<file path="config.mk">
export PLATFORM = sky130hd
export DESIGN_NAME = pwm_channel_bank_flat
export DESIGN_NICKNAME = d
export VERILOG_FILES = /design/src/rtl/pwm_channel_bank_pkg.sv /design/src/rtl/pwm_channel_bank_if.sv /design/src/rtl/pwm_channel_bank_channel.sv /design/src/rtl/pwm_channel_bank.sv /design/src/flat_wrapper.sv
export SDC_FILE = /design/constraint.sdc
export NUM_CORES = 2
export LEC_CHECK = 0
export CORE_MARGIN = 2
export CORE_UTILIZATION = 64
export CTS_CLUSTER_SIZE = 30
export DETAILED_ROUTE_END_ITERATION = 10
export GPL_TIMING_DRIVEN = 0
export MAX_ROUTING_LAYER = met4
export PLACE_DENSITY = 0.81
export SYNTH_ARGS = -nofsm -noshare
export SYNTH_HDL_FRONTEND = slang
export SYNTH_SLANG_ARGS = --single-unit
</file>
<file path="constraint.sdc">
create_clock -name clk -period 58.3 [get_ports clk]
set_input_delay 11.66 -clock clk [delete_from_list [all_inputs] [get_ports clk]]
set_output_delay 11.66 -clock clk [all_outputs]
set_load 0.05 [all_outputs]
</file>
<file path="src/rtl/pwm_channel_bank_pkg.sv">
// Shared constants for the PWM bank and the upstream parameter parser.
package pwm_channel_bank_pkg;

  localparam int PWM_CNT_W    = 28;
  localparam int PWM_CH_IDX_W = 8;

  typedef logic [PWM_CH_IDX_W-1:0] pwm_ch_idx_t;

endpackage

</file>
<file path="src/rtl/pwm_channel_bank_if.sv">
// Config strobe bundle from the parameter parser into the PWM bank.
interface pwm_channel_bank_if #(
  parameter int CNT_W = pwm_channel_bank_pkg::PWM_CNT_W
);

  logic                                    pwm_config_vld;
  logic [pwm_channel_bank_pkg::PWM_CH_IDX_W-1:0] pwm_config_channel;
  logic                                    pwm_en;
  logic [CNT_W-1:0]                        pwm_period;
  logic [CNT_W-1:0]                        pwm_hlevel;

  modport master (
    output pwm_config_vld, pwm_config_channel, pwm_en, pwm_period, pwm_hlevel
  );

  modport slave (
    input pwm_config_vld, pwm_config_channel, pwm_en, pwm_period, pwm_hlevel
  );

endinterface

</file>
<file path="src/rtl/pwm_channel_bank_channel.sv">
// One PWM channel: pending/active settings, period counter and output flop.
// Pending settings move to active when the channel is idle, on a stop request,
// or on the last count of the running period, so the waveform never carries
// a partial period into the new settings.
module pwm_channel #(
  parameter int CNT_W = pwm_channel_bank_pkg::PWM_CNT_W
) (
  input  logic             clk,
  input  logic             rst,
  input  logic             wr,
  input  logic             en,
  input  logic [CNT_W-1:0] period,
  input  logic [CNT_W-1:0] hlevel,
  output logic             pwm_out,
  output logic             pwm_active
);

  logic             pend_flag;
  logic             pend_en;
  logic [CNT_W-1:0] pend_period;
  logic [CNT_W-1:0] pend_hlevel;
  logic             act_en;
  logic [CNT_W-1:0] act_period;
  logic [CNT_W-1:0] act_hlevel;
  logic [CNT_W-1:0] cnt;
  logic             wrap;
  logic             load;

  // Last count of the period, and when pending settings take over.
  always_comb begin
    wrap = (cnt == act_period - 1'b1);
    load = pend_flag && (!act_en || !pend_en || wrap);
  end

  // Pending/active registers, counter and registered outputs.
  always_ff @(posedge clk or posedge rst) begin
    if (rst) begin
      pend_flag   <= 1'b0;
      pend_en     <= 1'b0;
      pend_period <= '0;
      pend_hlevel <= '0;
      act_en      <= 1'b0;
      act_period  <= '0;
      act_hlevel  <= '0;
      cnt         <= '0;
      pwm_out     <= 1'b0;
      pwm_active  <= 1'b0;
    end else begin
      // A write on the swap edge lands in pending and waits for the next boundary.
      if (wr) begin
        pend_flag   <= 1'b1;
        pend_en     <= en;
        pend_period <= period;
        pend_hlevel <= hlevel;
      end else if (load) begin
        pend_flag <= 1'b0;
      end

      if (load) begin
        act_en     <= pend_en && (pend_period != '0);
        act_period <= pend_period;
        act_hlevel <= pend_hlevel;
        cnt        <= '0;
      end else if (act_en) begin
        cnt <= wrap ? '0 : cnt + 1'b1;
      end

      pwm_out    <= act_en && (cnt < act_hlevel);
      pwm_active <= act_en;
    end
  end

endmodule

</file>
<file path="src/rtl/pwm_channel_bank.sv">
// Multi-channel PWM bank: decodes config strobes onto its channel range and
// flags strobes aimed at channels it does not own.
module pwm_channel_bank
  import pwm_channel_bank_pkg::*;
#(
  parameter int CH_NUM  = 8,
  parameter int CH_BASE = 0,
  parameter int CNT_W   = PWM_CNT_W
) (
  input  logic                clk,
  input  logic                rst,
  pwm_channel_bank_if.slave   cfg,
  output logic [CH_NUM-1:0]   pwm_out,
  output logic [CH_NUM-1:0]   pwm_active,
  output logic                cfg_err
);

  logic              in_range;
  logic [CH_NUM-1:0] wr_stb;

  // Channel index decode into one write strobe per owned channel.
  always_comb begin
    in_range = (int'(cfg.pwm_config_channel) >= CH_BASE) &&
               (int'(cfg.pwm_config_channel) < CH_BASE + CH_NUM);
    wr_stb   = '0;
    for (int i = 0; i < CH_NUM; i++) begin
      if (cfg.pwm_config_vld && (int'(cfg.pwm_config_channel) == CH_BASE + i))
        wr_stb[i] = 1'b1;
    end
  end

  // One-cycle error pulse for strobes outside this bank.
  always_ff @(posedge clk or posedge rst) begin
    if (rst) cfg_err <= 1'b0;
    else     cfg_err <= cfg.pwm_config_vld && !in_range;
  end

  for (genvar g = 0; g < CH_NUM; g++) begin : g_ch
    pwm_channel #(.CNT_W(CNT_W)) u_ch (
      .clk        (clk),
      .rst        (rst),
      .wr         (wr_stb[g]),
      .en         (cfg.pwm_en),
      .period     (cfg.pwm_period),
      .hlevel     (cfg.pwm_hlevel),
      .pwm_out    (pwm_out[g]),
      .pwm_active (pwm_active[g])
    );
  end

endmodule

</file>
<file path="src/flat_wrapper.sv">
// flat-port wrapper written by rule: the top's interface ports become plain ports
module pwm_channel_bank_flat import pwm_channel_bank_pkg::*;
#(
  parameter int CH_NUM  = 8,
  parameter int CH_BASE = 0,
  parameter int CNT_W   = PWM_CNT_W
)
  (clk, rst, pwm_out, pwm_active, cfg_err, cfg_pwm_config_vld, cfg_pwm_config_channel, cfg_pwm_en, cfg_pwm_period, cfg_pwm_hlevel);
  pwm_channel_bank_if #(.CNT_W(CNT_W)) cfg_i ();
  input  logic clk;
  input  logic rst;
  output logic [CH_NUM-1:0] pwm_out;
  output logic [CH_NUM-1:0] pwm_active;
  output logic cfg_err;
  input wire logic [$bits(cfg_i.pwm_config_vld)-1:0] cfg_pwm_config_vld;
  input wire logic [$bits(cfg_i.pwm_config_channel)-1:0] cfg_pwm_config_channel;
  input wire logic [$bits(cfg_i.pwm_en)-1:0] cfg_pwm_en;
  input wire logic [$bits(cfg_i.pwm_period)-1:0] cfg_pwm_period;
  input wire logic [$bits(cfg_i.pwm_hlevel)-1:0] cfg_pwm_hlevel;
  assign cfg_i.pwm_config_vld = cfg_pwm_config_vld;
  assign cfg_i.pwm_config_channel = cfg_pwm_config_channel;
  assign cfg_i.pwm_en = cfg_pwm_en;
  assign cfg_i.pwm_period = cfg_pwm_period;
  assign cfg_i.pwm_hlevel = cfg_pwm_hlevel;
  pwm_channel_bank #(.CH_NUM(CH_NUM), .CH_BASE(CH_BASE), .CNT_W(CNT_W)) u_core (.clk(clk), .rst(rst), .cfg(cfg_i), .pwm_out(pwm_out), .pwm_active(pwm_active), .cfg_err(cfg_err));
endmodule
</file>
==> flow_metrics.tcl <==
set metrics [dict create \
    die_area_mm2 0.09882 \
    grt_max_degree 133 \
    ant_nets 0 \
    crit_chain "clkdlybuf4s50_1 > or4_1 > nor2_1 > nand3_1 > nor3b_1 > clkbuf_1 > clkbuf_1 > mux2_2" \
    start_kind "primary input" \
    post-route-min-period_ps 15600 \
    powerDensity_mw_per_mm2 26.37 \
    fp.dieH_um 314.4 \
    clk_path_buf_depth 3 \
    outcome "finished with violations" \
    hold_class "reg -> reg" \
    first_pass_iters 8 \
    rsz0062_at_grt "false" \
    fillers 6622 \
    criticalPathCategory "in -> reg" \
    fin_nets 6046 \
    syn_to_final_growth_pct 11.54 \
    period_share 0.2676 \
    finClkSkew_ps 30.00 \
    post_drt_wl_per_cell_um 24.64 \
    grt_usage 0.3691 \
    synth-async-reset-ratio 1.000 \
    finalHoldViolations 0 \
    ys_warn_count 0 \
    r2r_cells 14 \
    ir_worst_vdd_mv 0.02635 \
    setup_ws_ps 42700 \
    setup-violations-final 0 \
    grt_pass1_wl_um 269100 \
    use_met3 0.07042 \
    min_from "u_core.g_ch[7].u_ch.act_en$_DFFE_PP0P_" \
    cts_buffers 120 \
    synth_top_area_share 0.4713 \
    synth_area_leaders "dfrtp_1 47%, mux2_2 13%, ha_1 4.7%" \
    stdcell_count 7143 \
    dp.cells 6888 \
    die_w_um 314.4 \
    dp_hpwl_um 117400 \
    finalMaxSlewViolations 28 \
    yosys-top-cells-count "1,161 x dfrtp_1, 738 x mux2_2, 302 x inv_1" \
    vias 46195 \
    arrival_ps 16210 \
    crit_required_ps 58910 \
    met1_usage 0.4702 \
    gp_congestion 0.9485 \
    p_leak_uw 0.03280 \
    synth_edf_count 0 \
    drt-total-wl_um 176000 \
    busiest_layer "met2" \
    cts_sinks 1161 \
    cts.hold.buffers_added 0 \
    critPathMaxStageDelay_ps 1050 \
    max_cap_violations 4 \
    syn_nets 5830 \
    root_buffer "clkbuf_16" \
    place_area_mm2 0.06432 \
    cts_tree "done" \
    path_clk_slew_ps 60 \
    cts.repair.resized 0 \
    placementRows 113 \
    core-area_mm2 0.09529 \
    setup_tns_ps 0 \
    synth_area_per_cell_um2 11.15 \
    fin_area_mm2 0.06876 \
    layout-drive-gt1-share 0.2021 \
    io_buffers 84 \
    ios 85 \
    netlist_area_mm2 0.06165 \
    overflow 0 \
    drc_errors 0 \
    total_power_uw 1813 \
    rrSetupSlack_ps 52950 \
    ys_seq_elements 1161 \
    cts_setup_buffers 0 \
    synthMostInstantiatedCell "dfrtp_1" \
    clock_latency_ps 750 \
    netlist_instances 5530 \
    critical_path.max_fanout 10 \
    end_kind "register" \
    holdPathEnd "u_core.g_ch[7].u_ch.pwm_active$_DFF_PP0_" \
    start_util 0.6469 \
    synth_seq_area_share 0.4713 \
    worstReg2RegStart "u_core.g_ch[2].u_ch.act_period[0]$_DFFE_PP0P_" \
    grt_antenna_before_repair 32 \
    r2r_end "u_core.g_ch[2].u_ch.act_hlevel[23]$_DFFE_PP0P_" \
    synth_cell_type_count 95 \
    pre_cts_ws_ps 42140 \
    worst_pin_slew_ps 1556 \
    drt_iter0_markers 4425 \
    violations "max-capacitance violations, max-slew violations" \
    vias_per_cell 6.467 \
    whs_path_depth 0 \
    yosysTopAreaCell "dfrtp_1" \
    grt_util_met2 0.5553 \
    slowest_stage "nor3b_1" \
    htreeDepth 3 \
    fmax_ghz 0.06409 \
    grt_pass1_vias 45518 \
    synth_flop_cell "dfrtp_1" \
    relSlewSlack -0.04062 \
    path_common_cell "clkbuf_1" \
]
critical path: cells and delay by family:
kind	cells	cell delay (ps)
mux	1	420
simple gates	4	2550
buf+inv	3	1580
cells by family (layout without fill, tap and decap cells):
logic type / after synthesis / in the layout / synth area share
simple gates: 1515 / 1515 / 0.1366
flops: 1161 / 1161 / 0.4713
mux: 928 / 928 / 0.1733
compound gates: 808 / 808 / 0.08874
buf+inv: 582 / 896 / 0.03958
xor+xnor: 304 / 304 / 0.04341
fa+ha+maj: 232 / 232 / 0.04709
other cells: 0 / 34 / 0
power breakdown:
group | internal (uW) | switching, uW | total [uW]
Sequential | 827 | 20.4 | 847
Clock | 493 | 344 | 837
Combinational | 46.1 | 82.7 | 129
per-layer routing:
layer | part of all wire | up-vias
li1 | - | 20666
met1 | 0.40 | 23222
met2 | 0.46 | 1879
met3 | 0.079 | 428
met4 | 0.056 | 0
met5 | 0 | -
layout by cell type (no fill, tap or decap), types with 116 or more instances in the layout:
cell,instances
o21ai_0,208
nand2_1,276
a21oi_1,120
clkbuf_1,169
dfrtp_1,1161
nor2_1,191
nand3_1,204
xnor2_1,182
nand4_1,116
xor2_1,121
inv_1,301
clkbuf_16,120
mux2_2,738
ha_1,232
nor4_1,128
per-stage QoR:
| stage | util | hold slack [ps] |
|---|---|---|
| finish | 0.7215 | 423.5 |
| global route | 0.7211 | 437.9 |
| CTS | 0.7203 | 416.7 |
| detailed placement | 0.6750 | 397.9 |
| global placement | 0.6723 | 397.4 |
| floorplan | - | 351.9 |
layout make-up:
| class | instances | area, um2 | share of cell area |
|---|---|---|---|
| inverter | 302 | 1141 | 0.01660 |
| multi-input combinational | 3787 | 30160 | 0.4386 |
| clock buffer | 157 | 3372 | 0.04904 |
| sequential | 1161 | 29050 | 0.4225 |
| antenna | 34 | 85.08 | 0.001237 |
| clock inverter | 63 | 947.2 | 0.01378 |
| buffer | 280 | 1306 | 0.01900 |
| timing repair buffer | 94 | 1111 | 0.01616 |
| tap | 1265 | 1583 | 0.02302 |
worst max-delay path by stage:
stage / startpoint / end / slack, ps / cells after the start
after floorplan: rst / u_core.cfg_err$_DFF_PP0_ / 13940 / 1
after CTS: cfg_pwm_config_channel[3] / u_core.g_ch[5].u_ch.pend_hlevel[1]$_DFFE_PP0P_ / 42910 / 8
after detailed placement: cfg_pwm_config_channel[3] / u_core.g_ch[5].u_ch.pend_hlevel[7]$_DFFE_PP0P_ / 42140 / 8
after global routing: cfg_pwm_config_channel[3] / u_core.g_ch[5].u_ch.pend_hlevel[17]$_DFFE_PP0P_ / 42680 / 8
final: cfg_pwm_config_channel[3] / u_core.g_ch[5].u_ch.pend_hlevel[17]$_DFFE_PP0P_ / 42700 / 8
after global placement: rst / u_core.g_ch[3].u_ch.act_period[23]$_DFFE_PP0P_ / 2150 / 2
flip-flops by register name (all words and copies together) (netlist names):
signal                        cells
u_core.g_ch.u_ch.cnt            224
u_core.g_ch.u_ch.pend_hlevel    224
u_core.g_ch.u_ch.act_en           8
u_core.cfg_err                    1
u_core.g_ch.u_ch.pwm_active       8
u_core.g_ch.u_ch.pend_flag        8
u_core.g_ch.u_ch.act_period     224
u_core.g_ch.u_ch.pend_period    224
u_core.g_ch.u_ch.pend_en          8
u_core.g_ch.u_ch.act_hlevel     224
u_core.g_ch.u_ch.pwm_out          8
Note: power is estimated with default switching activity, not from simulation.
